`config.mk`:
```
export PLATFORM = sky130hd
export DESIGN_NAME = framebuffer_writer
export DESIGN_NICKNAME = d
export VERILOG_FILES = /design/src/rtl/fb_pkg.sv /design/src/rtl/fb_fill_counter.sv /design/src/rtl/framebuffer_writer.sv
export SDC_FILE = /design/constraint.sdc
export NUM_CORES = 1
export LEC_CHECK = 0
export BUFFER_PORTS_ARGS = -buffer_cell sky130_fd_sc_hd__buf_4
export CAP_MARGIN = 20
export CORE_ASPECT_RATIO = 0.9
export CORE_MARGIN = 4
export CORE_UTILIZATION = 52
export CTS_CLUSTER_DIAMETER = 200
export CTS_CLUSTER_SIZE = 14
export DETAILED_ROUTE_END_ITERATION = 12
export MAX_ROUTING_LAYER = met4
export PLACE_DENSITY = 0.82
export SLEW_MARGIN = 25
export SYNTH_ARGS = -nofsm -noshare
export SYNTH_HDL_FRONTEND = slang
export SYNTH_SLANG_ARGS = --single-unit
export TNS_END_PERCENT = 30
```
`constraint.sdc`:
```
create_clock -name clk -period 2.45 [get_ports clk]
set_input_delay 0.245 -clock clk [delete_from_list [all_inputs] [get_ports clk]]
set_output_delay 0.245 -clock clk [all_outputs]
set_load 0.03 [all_outputs]
```
`src/rtl/fb_pkg.sv`:
```
// rtl/fb_pkg.sv - shared framebuffer types and geometry; FB_SWAP_CLEAR_EN adds the SWAP_CLEAR state
package fb_pkg;

    localparam int WIDTH     = 64;
    localparam int HALF_ROWS = 32;
    localparam int ADDR_W    = 11;

    localparam int RED_LSB   = 4;
    localparam int GREEN_LSB = 2;
    localparam int BLUE_LSB  = 0;

    typedef enum logic [1:0] {
        OP_WRITE = 2'd0,
        OP_FILL  = 2'd1,
        OP_SWAP  = 2'd2,
        OP_RSVD  = 2'd3
    } fb_op_t;

    typedef enum logic [1:0] {
        ST_IDLE      = 2'd0,
        ST_FILL      = 2'd1,
        ST_WAIT_SWAP = 2'd2
`ifdef FB_SWAP_CLEAR_EN
        ,
        ST_SWAP_CLEAR = 2'd3
`endif
    } fb_state_t;

    // y[4:0]*WIDTH + x with WIDTH=64 is just a concatenation
    function automatic logic [ADDR_W-1:0] pix_addr(input logic [4:0] y, input logic [5:0] x);
        return {y, x};
    endfunction

    function automatic logic [7:0] color_mask(input logic [7:0] c);
        return c & 8'h3F;
    endfunction

endpackage

```
`src/rtl/fb_fill_counter.sv`:
```
// rtl/fb_fill_counter.sv - 11-bit address sweep shared by FILL and SWAP_CLEAR
module fb_fill_counter
    import fb_pkg::*;
(
    input  logic              clk,
    input  logic              rst,
    input  logic              start_i,
    input  logic              run_i,
    output logic [ADDR_W-1:0] cnt_o,
    output logic              last_o
);

    logic [ADDR_W-1:0] cnt_q;

    always_ff @(posedge clk or negedge rst) begin
        if (!rst) begin
            cnt_q <= '0;
        end else if (start_i) begin
            cnt_q <= '0;
        end else if (run_i) begin
            cnt_q <= cnt_q + 1'b1;
        end
    end

    assign cnt_o  = cnt_q;
    assign last_o = (cnt_q == {ADDR_W{1'b1}});

endmodule

```
`src/rtl/framebuffer_writer.sv`:
```
// rtl/framebuffer_writer.sv - write side of the double-buffered LED framebuffer; FB_SWAP_CLEAR_EN clears the new back buffer after a swap
module framebuffer_writer
    import fb_pkg::*;
(
    input  logic              clk,
    input  logic              rst,
    input  logic              cmd_valid,
    output logic              cmd_ready,
    input  logic [1:0]        cmd_op,
    input  logic [5:0]        cmd_x,
    input  logic [5:0]        cmd_y,
    input  logic [7:0]        cmd_color,
    input  logic              display_done,
    output logic              ram0_we,
    output logic [ADDR_W:0]   ram0_addr,
    output logic [7:0]        ram0_data,
    output logic              ram1_we,
    output logic [ADDR_W:0]   ram1_addr,
    output logic [7:0]        ram1_data,
    output logic              front_buf,
    output logic              busy
);

    fb_state_t         state_q, state_d;
    logic              front_q, front_d;
    logic [7:0]        fill_color_q, fill_color_d;
    logic              ram0_we_q, ram0_we_d, ram1_we_q, ram1_we_d;
    logic [ADDR_W:0]   ram0_addr_q, ram0_addr_d, ram1_addr_q, ram1_addr_d;
    logic [7:0]        ram0_data_q, ram0_data_d, ram1_data_q, ram1_data_d;
    logic              cnt_start, cnt_run, cnt_last;
    logic [ADDR_W-1:0] cnt;
    logic              accept;

    fb_fill_counter u_cnt (
        .clk     (clk),
        .rst     (rst),
        .start_i (cnt_start),
        .run_i   (cnt_run),
        .cnt_o   (cnt),
        .last_o  (cnt_last)
    );

    assign cmd_ready = (state_q == ST_IDLE);
    assign accept    = cmd_valid && cmd_ready;

    always_comb begin
        state_d      = state_q;
        front_d      = front_q;
        fill_color_d = fill_color_q;
        cnt_start    = 1'b0;
        cnt_run      = 1'b0;
        ram0_we_d    = 1'b0;
        ram1_we_d    = 1'b0;
        ram0_addr_d  = ram0_addr_q;
        ram1_addr_d  = ram1_addr_q;
        ram0_data_d  = ram0_data_q;
        ram1_data_d  = ram1_data_q;
        case (state_q)
            ST_IDLE: begin
                if (accept) begin
                    case (fb_op_t'(cmd_op))
                        OP_WRITE: begin
                            if (cmd_y[5]) begin
                                ram1_we_d   = 1'b1;
                                ram1_addr_d = {~front_q, pix_addr(cmd_y[4:0], cmd_x)};
                                ram1_data_d = color_mask(cmd_color);
                            end else begin
                                ram0_we_d   = 1'b1;
                                ram0_addr_d = {~front_q, pix_addr(cmd_y[4:0], cmd_x)};
                                ram0_data_d = color_mask(cmd_color);
                            end
                        end
                        OP_FILL: begin
                            fill_color_d = color_mask(cmd_color);
                            cnt_start    = 1'b1;
                            state_d      = ST_FILL;
                        end
                        OP_SWAP: state_d = ST_WAIT_SWAP;
                        default: ;
                    endcase
                end
            end
            ST_FILL: begin
                ram0_we_d   = 1'b1;
                ram1_we_d   = 1'b1;
                ram0_addr_d = {~front_q, cnt};
                ram1_addr_d = {~front_q, cnt};
                ram0_data_d = fill_color_q;
                ram1_data_d = fill_color_q;
                cnt_run     = 1'b1;
                if (cnt_last) state_d = ST_IDLE;
            end
            ST_WAIT_SWAP: begin
                if (display_done) begin
                    front_d = ~front_q;
`ifdef FB_SWAP_CLEAR_EN
                    cnt_start = 1'b1;
                    state_d   = ST_SWAP_CLEAR;
`else
                    state_d   = ST_IDLE;
`endif
                end
            end
`ifdef FB_SWAP_CLEAR_EN
            // front_q has already toggled, so ~front_q is the buffer just retired from display
            ST_SWAP_CLEAR: begin
                ram0_we_d   = 1'b1;
                ram1_we_d   = 1'b1;
                ram0_addr_d = {~front_q, cnt};
                ram1_addr_d = {~front_q, cnt};
                ram0_data_d = 8'h00;
                ram1_data_d = 8'h00;
                cnt_run     = 1'b1;
                if (cnt_last) state_d = ST_IDLE;
            end
`endif
            default: state_d = ST_IDLE;
        endcase
    end

    always_ff @(posedge clk or negedge rst) begin
        if (!rst) begin
            state_q      <= ST_IDLE;
            front_q      <= 1'b0;
            fill_color_q <= '0;
            ram0_we_q    <= 1'b0;
            ram1_we_q    <= 1'b0;
            ram0_addr_q  <= '0;
            ram1_addr_q  <= '0;
            ram0_data_q  <= '0;
            ram1_data_q  <= '0;
        end else begin
            state_q      <= state_d;
            front_q      <= front_d;
            fill_color_q <= fill_color_d;
            ram0_we_q    <= ram0_we_d;
            ram1_we_q    <= ram1_we_d;
            ram0_addr_q  <= ram0_addr_d;
            ram1_addr_q  <= ram1_addr_d;
            ram0_data_q  <= ram0_data_d;
            ram1_data_q  <= ram1_data_d;
        end
    end

    assign ram0_we   = ram0_we_q;
    assign ram0_addr = ram0_addr_q;
    assign ram0_data = ram0_data_q;
    assign ram1_we   = ram1_we_q;
    assign ram1_addr = ram1_addr_q;
    assign ram1_data = ram1_data_q;
    assign front_buf = front_q;
    assign busy      = (state_q != ST_IDLE);

endmodule

```
## Yosys cells after proc, flatten, opt, wreduce, memory -nomap -nowiden

Index checks and enable logic that the tools add are counted.

| word-level totals | value |
|---|---|
| bits in registers | 62 |
| output and inout bits | 45 |
| input port bits | 26 |

| cells by class | value |
|---|---|
| reductions and logical operators | 11 |
| equality and inequality tests | 12 |
| multiplexer cells | 35 |
| bitwise operators | 1 |
| $add $sub $neg | 1 |

Operator list:

| cell | count |
|---|---|
| $mux W12 | 6 |
| $mux W8 | 6 |
| $pmux W12 S2 | 2 |
| $pmux W8 S2 | 2 |
| $mux W11 | 2 |
| $reduce_and A4 Y1 | 3 |
| $add A11 B1 Y11 const B | 1 |
| $eq A11 B11 Y1 const B | 1 |
| $mux W1 | 10 |
| $mux W2 | 3 |
| $ne A2 B1 Y1 const B | 3 |
| $ne A2 B2 Y1 const B | 3 |
| $pmux W2 S3 | 1 |
| $reduce_bool A2 Y1 | 3 |
| $eq A2 B1 Y1 const B | 2 |
| $eq A2 B2 Y1 const B | 2 |
| $logic_not A2 Y1 | 2 |
| $pmux W1 S2 | 2 |
| $pmux W2 S2 | 1 |
| $ne A3 B1 Y1 const B | 1 |
| $reduce_and A3 Y1 | 1 |
| $reduce_and A2 Y1 | 1 |
| $logic_and A1 B1 Y1 | 1 |
| $not A1 Y1 | 1 |

## Longest topological paths before layout

Gate-level depths: netlist (run 1).

| logic depth | value |
|---|---|
| depth in word-level cells | 5 |
| mapped depth | 6 |

## Modules after synthesis

A second synthesis (run 1) with hierarchy kept.

| second synthesis, totals | value |
|---|---|
| cells, all modules | 280 |
| area, all modules | 2881.5 µm² |

Modules (own cells, without submodules):

| module | instances | cells an instance | area each (µm²) | sequential area each (µm²) |
|---|---|---|---|---|
| framebuffer_writer | 1 | 223 | 2312.2 | 1176.1 |
| fb_fill_counter | 1 | 57 | 569.3 | 275.3 |

## Least setup slack after synthesis (run 1)

OpenSTA, ideal clock, no wires.

| timing path | value |
|---|---|
| path kind | register to register |
| start | reg state_q[1] |
| end | reg fill_color_q[3] |
| clock period less this slack | 2284 ps |
| data required time | 2325 ps |
| stages on the path, launching flop included | 7 |
| path slack | 166 ps |
| arrival | 2160 ps |
| setup time | 125 ps |
| cells stage by stage | dfrtp_1 buf_2 nor2_1 inv_1 nor2_1 buf_2 mux2_2 |

| on the way | value |
|---|---|
| cells in the longest elaborated chain, start to end | 3 |

Ends and longest elaborated chain:

| element | RTL line | source |
|---|---|---|
| start, declared | framebuffer_writer.sv:24 | `fb_state_t state_q, state_d;` |
| start signal, assigned | framebuffer_writer.sv:133 | `state_q <= state_d;` |
| $logic_not A2 Y1 * | framebuffer_writer.sv:43 | `assign cmd_ready = (state_q == ST_IDLE);` |
| named net cmd_ready | framebuffer_writer.sv:8 | `output logic cmd_ready,` |
| $logic_and A1 B1 Y1 | framebuffer_writer.sv:44 | `assign accept = cmd_valid && cmd_ready;` |
| $reduce_and A3 Y1 (no source line) * | n/a |  |
| end signal, assigned | framebuffer_writer.sv:135 | `fill_color_q <= fill_color_d;` |
| end, declared | framebuffer_writer.sv:26 | `logic [7:0] fill_color_q, fill_color_d;` |

Mark *: on every way through the listed nets, which the timed path passes. The rest lies on a longest branch.
A chain may end at the register's enable or synchronous reset.

## Final worst setup path (run 1)

| timing path | value |
|---|---|
| start | reg state_q[1] |
| end | reg ram1_data_q[0], in the netlist ram1_data[0] |

| on the way | value |
|---|---|
| cells in the longest elaborated chain, start to end | 4 |
| elaborated cells between the ends (all ways) | 9 |
| those cells by class | 4 x eq/ne; 1 x mux; 4 x reduce/logical |

Ends and longest elaborated chain:

| element | RTL line | source |
|---|---|---|
| $logic_not A2 Y1 | framebuffer_writer.sv:43, framebuffer_writer.sv:58 |  |
| $logic_and A1 B1 Y1 | framebuffer_writer.sv:44 |  |
| $ne A2 B1 Y1 (no source line) | n/a |  |
| $reduce_and A4 Y1 (no source line) | n/a |  |
| end signal, assigned | framebuffer_writer.sv:141 | `ram1_data_q <= ram1_data_d;` |
| end, declared | framebuffer_writer.sv:29 | `logic [7:0] ram0_data_q, ram0_data_d, ram1_data_q, ram1_data_d;` |

Several ways; a longest one is shown, not always the timed one.

==> qor.log, run 1 <==
qor: route.via_per_inst 5.30
qor: global_route.antenna_violations_before_repair 0
qor: global_route.grt_util_met2 29.4%
qor: route.detail_route.wirelength 5.05 mm
qor: global_route.grt_pass1_vias 1836
qor: critical_path.required 2660 ps
qor: floorplanning.die_y 75.7 um
qor: critical_path.setup.worst_path.start_class flip-flop
qor: synthesis.syn_area 2650 um2
qor: power.static-leakage-power 1.65 nW
qor: clock_tree.tritoncts yes
qor: sta.max_slew.worst_pin.slew 706 ps
qor: sta.setup-violations-final 0
qor: route.post-route-drc-count 0
qor: floorplanning.dieArea 6310 um2
qor: clock_tree.cts.reportedPaths.clkPinSlew 60 ps
qor: route.num_vias 1796
qor: critical_path.end_kind flip-flop
qor: global_route.grt-ovfl-total 0
qor: clock_tree.ctsHtreeMaxLevel 3
qor: global_route.global_route.usage.met1 21.7%
qor: sta.fin_worst_skew 3.07 ps
qor: status.outcome finished clean
qor: placement.hpwlAfterDp 3.62 mm
qor: hold_path.hold_path_class input pin to flip-flop
qor: sta.final_max_slew_viol_count 0
qor: layout.layout.nets 296
qor: floorplanning.starting_density_of_the_core 54.2%
qor: synthesis.synth-main-ff-cell dfrtp_1
qor: layout.area_growth_syn_to_layout 27.7%
qor: layout.register_area 1450 um2
qor: clock_tree.quantity_of_gates_resized_following_cts 0
qor: sta.setup_total_negative_slack 0 ps
qor: global_route.grt_start_max_net_pins 59
qor: clock_tree.numCtsBuffers 9
qor: placement.detailedPlace.worstSlack 547 ps
qor: layout.total_non_filler_cell_area_in_the_finished_layout 3390 um2
qor: placement.gp_routability_congestion 0.748
qor: synthesis.synth.ff_latch_count 58
qor: layout.fraction_of_layout_instances_using_a_drive_strength_above_1 53.3%
qor: layout.multiInputGateArea 1100 um2
qor: route.detailedRoute.firstIterationViolations 72
qor: clock_tree.cts.sinks 58
qor: global_route.gr-usage-all-layers 18.5%
qor: synthesis.synth_top_cells_by_area dfrtp_1 55%, mux2_2 21%, mux2_4 4.5%, mux2i_1 2.6%, buf_4 1.4%
qor: global_route.grt_first_pass_wirelength 8.83 mm
qor: layout.antenna_cells_inserted 0
qor: clock_tree.root_buffer clkbuf_8
qor: critical_path.timing_worst_setup_path_type flip-flop to flip-flop
qor: synthesis.synth-warning-count 0
qor: synthesis.synth_top_cell_by_area dfrtp_1
qor: power.pwr_density_cell 1330 nW/um2
qor: power.irDropWorstVdd 693 uV
qor: placement.port-buffer-count 64
qor: global_route.grt_busiest_layer met2
qor: floorplanning.design.core.area 4890 um2
qor: synthesis.synthArstFlopShare 100%
qor: floorplanning.std_cell_rows 24
qor: synthesis.synth.distinct_cells 34
qor: global_route.gr-usage-met3 8.32%
qor: sta.rsz0062_at_grt no
qor: power.post-layout-total-power 0.00450 W
qor: route.routedWlPerCell 14.9 um
qor: layout.nFillCells 377
qor: route.antenna_nets_post_route 0
qor: critical_path.top_fanout_value_on_the_critical_path 16
qor: sta.layout_setup_ws 711 ps
qor: flow_run.max-cap-violations 0
qor: placement.placedInstanceArea 3190 um2
qor: sta.fin_crit_sh 71.0%
qor: clock_tree.cts_setup_buffers 0
qor: clock_tree.clockBufferDepth 2
qor: clock_tree.worst_skew_pair.late_latency 320 ps
qor: synthesis.post_synth_edffs 0
qor: critical_path.cp.arrival 1950 ps
qor: floorplanning.io-pin-count 71
qor: sta.timing_hold_violations_final 0
qor: sta.finalWorstPathRequiredPeriod 1740 ps
qor: route.drt_pre_antenna_iters 4
qor: synthesis.synthCells 194
qor: synthesis.proportion_of_synthesized_chip_area_in_sequential_cells 54.7%
qor: clock_tree.postCtsHoldBufs 1
qor: synthesis.syn_avg_cell_area 13.7 um2
qor: floorplanning.die_width 83.3 um
qor: sta.fmax 575 MHz
qor: sta.headroom_to_the_max_slew_limit 52.9%
qor: synthesis.netlist.area_leader.share 54.7%
flip-flops by register name, summed over array words and instances, names as in the netlist, 2 cells and up:
signal	flops
ram0_addr	12
ram0_data	6
ram1_addr	12
ram1_data	6
u_cnt.cnt_o	11
fill_color_q	6
state_q	2
worst max-delay path, cell delays in order (launching register included):
cell and delay [ps]:
dfrtp_1 550, nand2b_1 180, buf_4 250, mux2_2 380
mux2_2 260
report_power, final:
part / total [W] / internal (W) / switching, W
Sequential: 0.00163 / 0.00136 / 0.000267
Combinational: 0.00208 / 0.000990 / 0.00109
Clock: 0.000791 / 0.000447 / 0.000344
Total: 0.00450 / 0.00280 / 0.00170
cells in the mapped netlist, types with 3 or more instances:
library cell,number
a21oi_1,5
buf_2,5
buf_4,5
dfrtp_1,58
inv_1,8
mux2_2,49
mux2_4,8
mux2i_1,7
nand2_1,4
nor2_1,6
nor4_1,3
o21ai_0,6
or3_1,3
cell type report:
cell class	count	share of cell area, %
timing repair buffer	72	16.0
clock buffer	14	5.10
tap	65	2.40
clock inverter	2	0.296
sequential	58	42.9
multi-input combinational	120	32.4
inverter	8	0.887
path summary, 6_finish.rpt:
check / startpoint / endpoint / slack (ps) / cells after the start
setup / recovery: state_q[1] / ram1_data[0] / 710 / 4
hold / removal: cmd_color[5] / fill_color_q[5] / 160 / 2
setup reg to reg: state_q[1] / ram1_data[0] / 710 / 4
hold reg to reg: ram1_addr[6] / ram1_addr[6] / 510 / 1
max in group asynchronous: rst / ram0_addr[7] / 1460 / 2
min in group asynchronous: rst / ram0_data[4] / 530 / 2
logic make-up after synthesis:
group                    count (synthesis)  synth area share (%)
AO/OA/AOI/OAI                           18                  4.44
XOR/XNOR                                 3                 0.991
adder cells (fa/ha/maj)                  1                 0.472
buffers and inverters                   19                  4.25
flip-flops                              58                  54.7
multiplexers                            64                  28.0
other                                    1                 0.141
AND/OR/NAND/NOR                         30                  6.98
cells in the final DEF, fill, tap and decap left out, types with 2 or more instances in the layout:
cell type  synthesis  layout
nand3_1            2       2
clkbuf_8           0      12
inv_1              8       8
nand2_1            4       4
nor2_1             6       6
or3_1              3       3
or4_1              2       2
o31ai_1            2       2
a21oi_1            5       5
xor2_1             2       2
o21ai_0            6       6
o21bai_1           2       2
clkinv_2           0       2
mux2_4             8       8
mux2i_1            7       7
clkbuf_1           0       2
nor4_1             3       3
nand3b_1           2       2
buf_4              5      71
mux2_2            49      49
dfrtp_1           58      58
conb_1             1       4
per-layer routing:
metal	part of all wire, %	up-vias
met1	43	886
met4	1.4	0
li1	-	841
met2	47	59
met3	8.5	10
met5	0	-
stage by stage:
stage	util (%)	hold WS [ps]	instances
after global routing	69.2	146	339
after CTS	69.2	141	339
after global placement	65.3	352	322
after detailed placement	65.3	348	322
final	69.2	158	339
after floorplan	-	-50.6	197
No activity file was read; power rests on OpenSTA's default activity.
==> inputs of run 2 (changes only) <==
Clock period 2.45 ns to 1.8 ns, I/O delays scaled along.
==> qor.log, run 2 (synthesis results as in run 1) <==
qor: critical_path.reg2reg_depth 4 [unchanged]
qor: clock_tree.tritoncts yes [unchanged]
qor: power.pwr_density_cell 1790 nW/um2 [was 1330 nW/um2]
qor: sta.max_slew.worst_pin.slew 713 ps [was 706 ps]
qor: critical_path.setup.worst_path.start_class flip-flop [unchanged]
qor: critical_path.end_kind flip-flop [unchanged]
qor: sta.setup-violations-final 0 [unchanged]
qor: sta.fin_worst_skew 8.14 ps [was 3.07 ps]
qor: route.detailedRoute.firstIterationViolations 99 [was 72]
qor: global_route.grt_util_met2 31.6% [was 29.4%]
qor: layout.antenna_cells_inserted 0 [unchanged]
qor: global_route.grt-ovfl-total 0 [unchanged]
qor: sta.fmax 621 MHz [was 575 MHz]
qor: layout.nFillCells 362 [was 377]
qor: route.detail_route.wirelength 5.48 mm [was 5.05 mm]
qor: global_route.gr-usage-met3 8.65% [was 8.32%]
qor: floorplanning.design.core.area 4890 um2 [unchanged]
qor: critical_path.cp.arrival 1820 ps [was 1950 ps]
qor: route.drt_pre_antenna_iters 4 [unchanged]
qor: clock_tree.cts_setup_buffers 0 [unchanged]
qor: sta.finalWorstPathRequiredPeriod 1610 ps [was 1740 ps]
qor: status.outcome finished clean [unchanged]
qor: route.post-route-drc-count 0 [unchanged]
qor: floorplanning.dieArea 6310 um2 [unchanged]
qor: global_route.antenna_violations_before_repair 0 [unchanged]
qor: critical_path.required 2010 ps [was 2660 ps]
qor: hold_path.hold_path_class input pin to flip-flop [unchanged]
qor: placement.placedInstanceArea 3260 um2 [was 3190 um2]
qor: placement.port-buffer-count 64 [unchanged]
qor: layout.layout.nets 299 [was 296]
qor: layout.multiInputGateArea 1110 um2 [was 1100 um2]
qor: route.num_vias 1773 [was 1796]
qor: power.irDropWorstVdd 922 uV [was 693 uV]
qor: clock_tree.clockBufferDepth 2 [unchanged]
qor: sta.rsz0062_at_grt no [unchanged]
qor: global_route.gr-usage-all-layers 19.6% [was 18.5%]
qor: power.post-layout-total-power 0.00614 W [was 0.00450 W]
qor: floorplanning.std_cell_rows 24 [unchanged]
qor: route.routedWlPerCell 16.0 um [was 14.9 um]
qor: floorplanning.die_y 75.7 um [unchanged]
qor: placement.gp_routability_congestion 0.763 [was 0.748]
qor: layout.layout.cells.most_common buf_4 [unchanged]
qor: global_route.grt_start_max_net_pins 59 [unchanged]
qor: clock_tree.worst_skew_pair.late_latency 330 ps [was 320 ps]
qor: layout.final_cell_mix 71 x buf_4, 58 x dfrtp_1, 49 x mux2_2 [unchanged]
qor: critical_path.timing_worst_setup_path_type flip-flop to flip-flop [unchanged]
qor: route.antenna_nets_post_route 0 [unchanged]
qor: clock_tree.cts.reportedPaths.clkPinSlew 60 ps [about the same]
qor: layout.area_growth_syn_to_layout 29.7% [was 27.7%]
qor: layout.total_non_filler_cell_area_in_the_finished_layout 3440 um2 [was 3390 um2]
qor: global_route.global_route.usage.met1 22.6% [was 21.7%]
qor: clock_tree.ctsHtreeMaxLevel 3 [unchanged]
qor: hold_path.hold_depth 2 [unchanged]
qor: global_route.grt_first_pass_wirelength 9.23 mm [was 8.83 mm]
qor: layout.final_core_utilization 70.2% [was 69.2%]
qor: clock_tree.root_buffer clkbuf_8 [unchanged]
qor: global_route.grt_pass1_vias 1915 [was 1836]
qor: sta.final_max_slew_viol_count 0 [unchanged]
qor: global_route.grt_busiest_layer met2 [unchanged]
qor: route.via_per_inst 5.18 [was 5.30]
qor: sta.fin_crit_sh 89.5% [was 71.0%]
qor: floorplanning.die_width 83.3 um [unchanged]
qor: floorplanning.io-pin-count 71 [unchanged]
qor: layout.register_area 1450 um2 [unchanged]
qor: flow_run.max-cap-violations 0 [unchanged]
qor: placement.hpwlAfterDp 3.83 mm [was 3.62 mm]
qor: critical_path.top_fanout_value_on_the_critical_path 26 [was 16]
qor: floorplanning.starting_density_of_the_core 54.2% [unchanged]
qor: sta.timing_hold_violations_final 0 [unchanged]
qor: power.static-leakage-power 1.67 nW [was 1.65 nW]
qor: sta.setup_total_negative_slack 0 ps [unchanged]
qor: sta.headroom_to_the_max_slew_limit 52.5% [was 52.9%]
qor: layout.fraction_of_layout_instances_using_a_drive_strength_above_1 54.5% [was 53.3%]
qor: clock_tree.cts.sinks 58 [unchanged]
qor: clock_tree.numCtsBuffers 9 [unchanged]
-- run 2: cell count changes in the layout (fill, tap and decap cells not counted), sizes merged --
cell / delta
buf: +3
clkbuf: -1
clkinv: +1
-- run 2: stage by stage --
stage          hold WS, ps  setup slack [ps]  cells
2_1_floorplan         -116              50.2    197
3_3_place_gp           286              90.9    325
3_5_place_dp           288              77.8    325
4_1_cts               77.9               197    342
5_1_grt               85.3               140    342
6_report              93.3               189    342
-- run 2: power breakdown --
group | switching [W] | total, W | leakage (nW) | internal [W]
sequential | 0.000366 | 0.00222 | 0.711 | 0.00185
clock | 0.000474 | 0.00101 | 0.0872 | 0.000531
combinational | 0.00152 | 0.00292 | 0.876 | 0.00140
total | 0.00236 | 0.00614 | 1.67 | 0.00378
-- run 2: area by class of cell --
class | count | area share [%]
timing repair buffer | 75 | 17.5
multi-input combinational | 120 | 32.2
tap | 65 | 2.37
clock buffer | 13 | 4.33
clock inverter | 3 | 0.437
inverter | 8 | 0.873
sequential | 58 | 42.2
-- run 2: routing by layer --
metal,share of wire [%],up-vias
met5,0,-
met4,0.68,0
met3,6.8,6
met2,49,51
met1,43,873
li1,-,843
-- run 2: worst max-delay path, cell delays in order, from the launching register on --
cell and delay, ps:
dfrtp_1 480, nand2b_1 170, buf_12 190, mux2_2 360, mux2_2 270
-- run 2: timing repair --
item / CTS / global route
endpoints found under the hold margin: 58 / 0
gates resized for setup: 0 / 0
endpoints found under the setup margin: 0 / 0
hold buffers: 1 / 0
-- run 2: worst paths after layout --
check,startpoint,endpoint,slack [ps]
min reg2reg,u_cnt.cnt_o[7],u_cnt.cnt_o[7],500
max in group asynchronous,rst,ram1_data[5],890
min,cmd_color[1],fill_color_q[1],90
min in group asynchronous,rst,ram0_data[4],450
max reg2reg,state_q[0],ram1_data[1],190
max,state_q[0],ram1_data[1],190
==> inputs of run 3 (changes only) <==
Settings changed: PLACE_DENSITY 0.82 to 0.8.
==> qor.log, run 3 (synthesis results as in run 1) <==
qor: status.outcome finished clean [unchanged]
qor: placement.port-buffer-count 64 [unchanged]
qor: placement.hpwlAfterDp 4.00 mm [was 3.83 mm]
qor: layout.layout.cells.most_common buf_4 [unchanged]
qor: clock_tree.tritoncts yes [unchanged]
qor: critical_path.cp.arrival 1770 ps [was 1820 ps]
qor: critical_path.regToRegStartpoint state_q[1] [was state_q[0]]
qor: clock_tree.postCtsHoldBufs 1 [unchanged]
qor: layout.antenna_cells_inserted 0 [unchanged]
qor: global_route.antenna_violations_before_repair 0 [unchanged]
qor: clock_tree.cts_setup_buffers 0 [unchanged]
qor: route.routedWlPerCell 16.4 um [was 16.0 um]
qor: clock_tree.ctsHtreeMaxLevel 3 [unchanged]
qor: flow_run.max-cap-violations 0 [unchanged]
qor: layout.area_growth_syn_to_layout 31.7% [was 29.7%]
qor: clock_tree.root_buffer clkbuf_8 [unchanged]
qor: layout.nFillCells 357 [was 362]
qor: sta.setup-violations-final 0 [unchanged]
qor: layout.layout.nets 299 [unchanged]
qor: global_route.grt_start_max_net_pins 59 [unchanged]
qor: critical_path.end_kind flip-flop [unchanged]
qor: sta.fmax 648 MHz [was 621 MHz]
qor: clock_tree.quantity_of_gates_resized_following_cts 0 [unchanged]
qor: sta.rsz0062_at_grt no [unchanged]
qor: sta.smallest_hold_slack 81.9 ps [was 93.3 ps]
qor: sta.fin_crit_sh 85.8% [was 89.5%]
qor: route.via_per_inst 5.29 [was 5.18]
qor: sta.headroom_to_the_max_slew_limit 52.3% [was 52.5%]
qor: hold_path.hold_path.startpoint cmd_color[3] [was cmd_color[1]]
qor: power.static-leakage-power 1.70 nW [was 1.67 nW]
qor: sta.setup_total_negative_slack 0 ps [unchanged]
qor: power.irDropWorstVdd 1030 uV [was 922 uV]
qor: clock_tree.numCtsBuffers 9 [unchanged]
qor: route.detailedRoute.firstIterationViolations 72 [was 99]
qor: global_route.gr-usage-all-layers 21.4% [was 19.6%]
qor: route.post-route-drc-count 0 [unchanged]
qor: critical_path.critPathSlowestCell dfrtp_1 [unchanged]
qor: route.antenna_nets_post_route 0 [unchanged]
qor: sta.finalWorstPathRequiredPeriod 1540 ps [was 1610 ps]
qor: route.num_vias 1808 [was 1773]
qor: sta.final_max_slew_viol_count 0 [unchanged]
qor: sta.timing_hold_violations_final 0 [unchanged]
qor: clock_tree.cts.sinks 58 [unchanged]
qor: clock_tree.clockBufferDepth 2 [unchanged]
qor: power.pwr_density_cell 1870 nW/um2 [was 1790 nW/um2]
qor: layout.final_cell_mix 72 x buf_4, 58 x dfrtp_1, 49 x mux2_2 [was 71 x buf_4, 58 x dfrtp_1, 49 x mux2_2]
qor: critical_path.setup.worst_path.start_class flip-flop [unchanged]
qor: placement.gp_routability_congestion 0.755 [was 0.763]
qor: route.detail_route.wirelength 5.62 mm [was 5.48 mm]
qor: critical_path.timing_worst_setup_path_type flip-flop to flip-flop [unchanged]
qor: critical_path.worstPathCellList nand2b_1, buf_12, mux2_2, mux2_2 [unchanged]
qor: critical_path.required 2020 ps [was 2010 ps]
qor: floorplanning.die_width 83.3 um [unchanged]
qor: floorplanning.dieArea 6310 um2 [unchanged]
qor: global_route.grt-ovfl-total 0 [unchanged]
qor: global_route.grt_first_pass_wirelength 10.1 mm [was 9.23 mm]
qor: floorplanning.design.core.area 4890 um2 [unchanged]
qor: critical_path.top_fanout_value_on_the_critical_path 26 [unchanged]
qor: layout.fraction_of_layout_instances_using_a_drive_strength_above_1 55.2% [was 54.5%]
qor: global_route.grt_pass1_vias 2028 [was 1915]
qor: floorplanning.starting_density_of_the_core 54.2% [unchanged]
qor: sta.fin_worst_skew 7.93 ps [was 8.14 ps]
qor: hold_path.hold_path_class input pin to flip-flop [unchanged]
qor: critical_path.cp_common_cell mux2_2 [unchanged]
qor: critical_path.critPathMaxStageDelay 420 ps [was 480 ps]
qor: floorplanning.die_y 75.7 um [unchanged]
qor: sta.max_slew.worst_pin.slew 715 ps [was 713 ps]
qor: floorplanning.std_cell_rows 24 [unchanged]
qor: clock_tree.worst_skew_pair.late_latency 340 ps [was 330 ps]
qor: critical_path.critPathLaunch state_q[1] [was state_q[0]]
qor: critical_path.setup.reg_to_reg.worst_slack 260 ps [was 190 ps]
qor: layout.final_core_utilization 71.3% [was 70.2%]
qor: route.drt_pre_antenna_iters 4 [unchanged]
qor: clock_tree.cts.reportedPaths.clkPinSlew 70 ps [was 60 ps]
qor: floorplanning.io-pin-count 71 [unchanged]
## run 3: cell count changes in the layout (fill, tap and decap cells not counted)
cell	change
buf_12	-1
clkbuf_1	-2
bufinv_16	+2
clkbuf_8	+1
clkinv_4	+1
clkinv_2	-2
buf_4	+1
## run 3: layout make-up
cell class	count	area [um2]	share of cell area, %
clock buffer	12	155	4.44
sequential	58	1450	41.6
inverter	8	30.0	0.860
clock inverter	4	73.8	2.11
multi-input combinational	120	1110	31.8
tap	65	81.3	2.33
timing repair buffer	75	591	16.9
## run 3: final timing paths
| path | end | depth (start not counted) |
|---|---|---|
| min in group asynchronous | ram0_addr[11] | 2 |
| min reg2reg | fill_color_q[5] | 1 |
| max in group asynchronous | state_q[1] | 2 |
| max | ram0_addr[3] | 4 |
| max reg2reg | ram0_addr[3] | 4 |
| min | fill_color_q[3] | 2 |
## run 3: metrics by stage
stage / total power, W / setup slack, ps / instance area [um2] / std cells
detailed placement: 0.00519 / 89.6 / 3250 / 325
floorplan: 0.00417 / 50.2 / 2670 / 197
global route: 0.00696 / 126 / 3490 / 342
finish: 0.00652 / 256 / 3490 / 342
global placement: 0.00507 / 114 / 3250 / 325
CTS: 0.00659 / 243 / 3490 / 342
## run 3: power by group
| group | internal, W | switching [W] |
|---|---|---|
| Sequential | 0.00185 | 0.000377 |
| Combinational | 0.00139 | 0.00154 |
| Clock | 0.000855 | 0.000509 |
| Total | 0.00410 | 0.00242 |
## run 3: critical path, delay by kind of cell (launching register included)
family | cells | cell delay (ps)
buf+inv | 1 | 190
mux | 2 | 630
simple gates | 1 | 180
flops | 1 | 420
## run 3: per-layer routing
layer / up-vias / routed length [um] / global-route usage, %
li1: 846 / - / -
met1: 887 / 2380 / 24.5
met2: 69 / 2780 / 34.7
met3: 6 / 404 / 9.08
met4: 0 / 51 / 7.08
met5: - / 0 / -
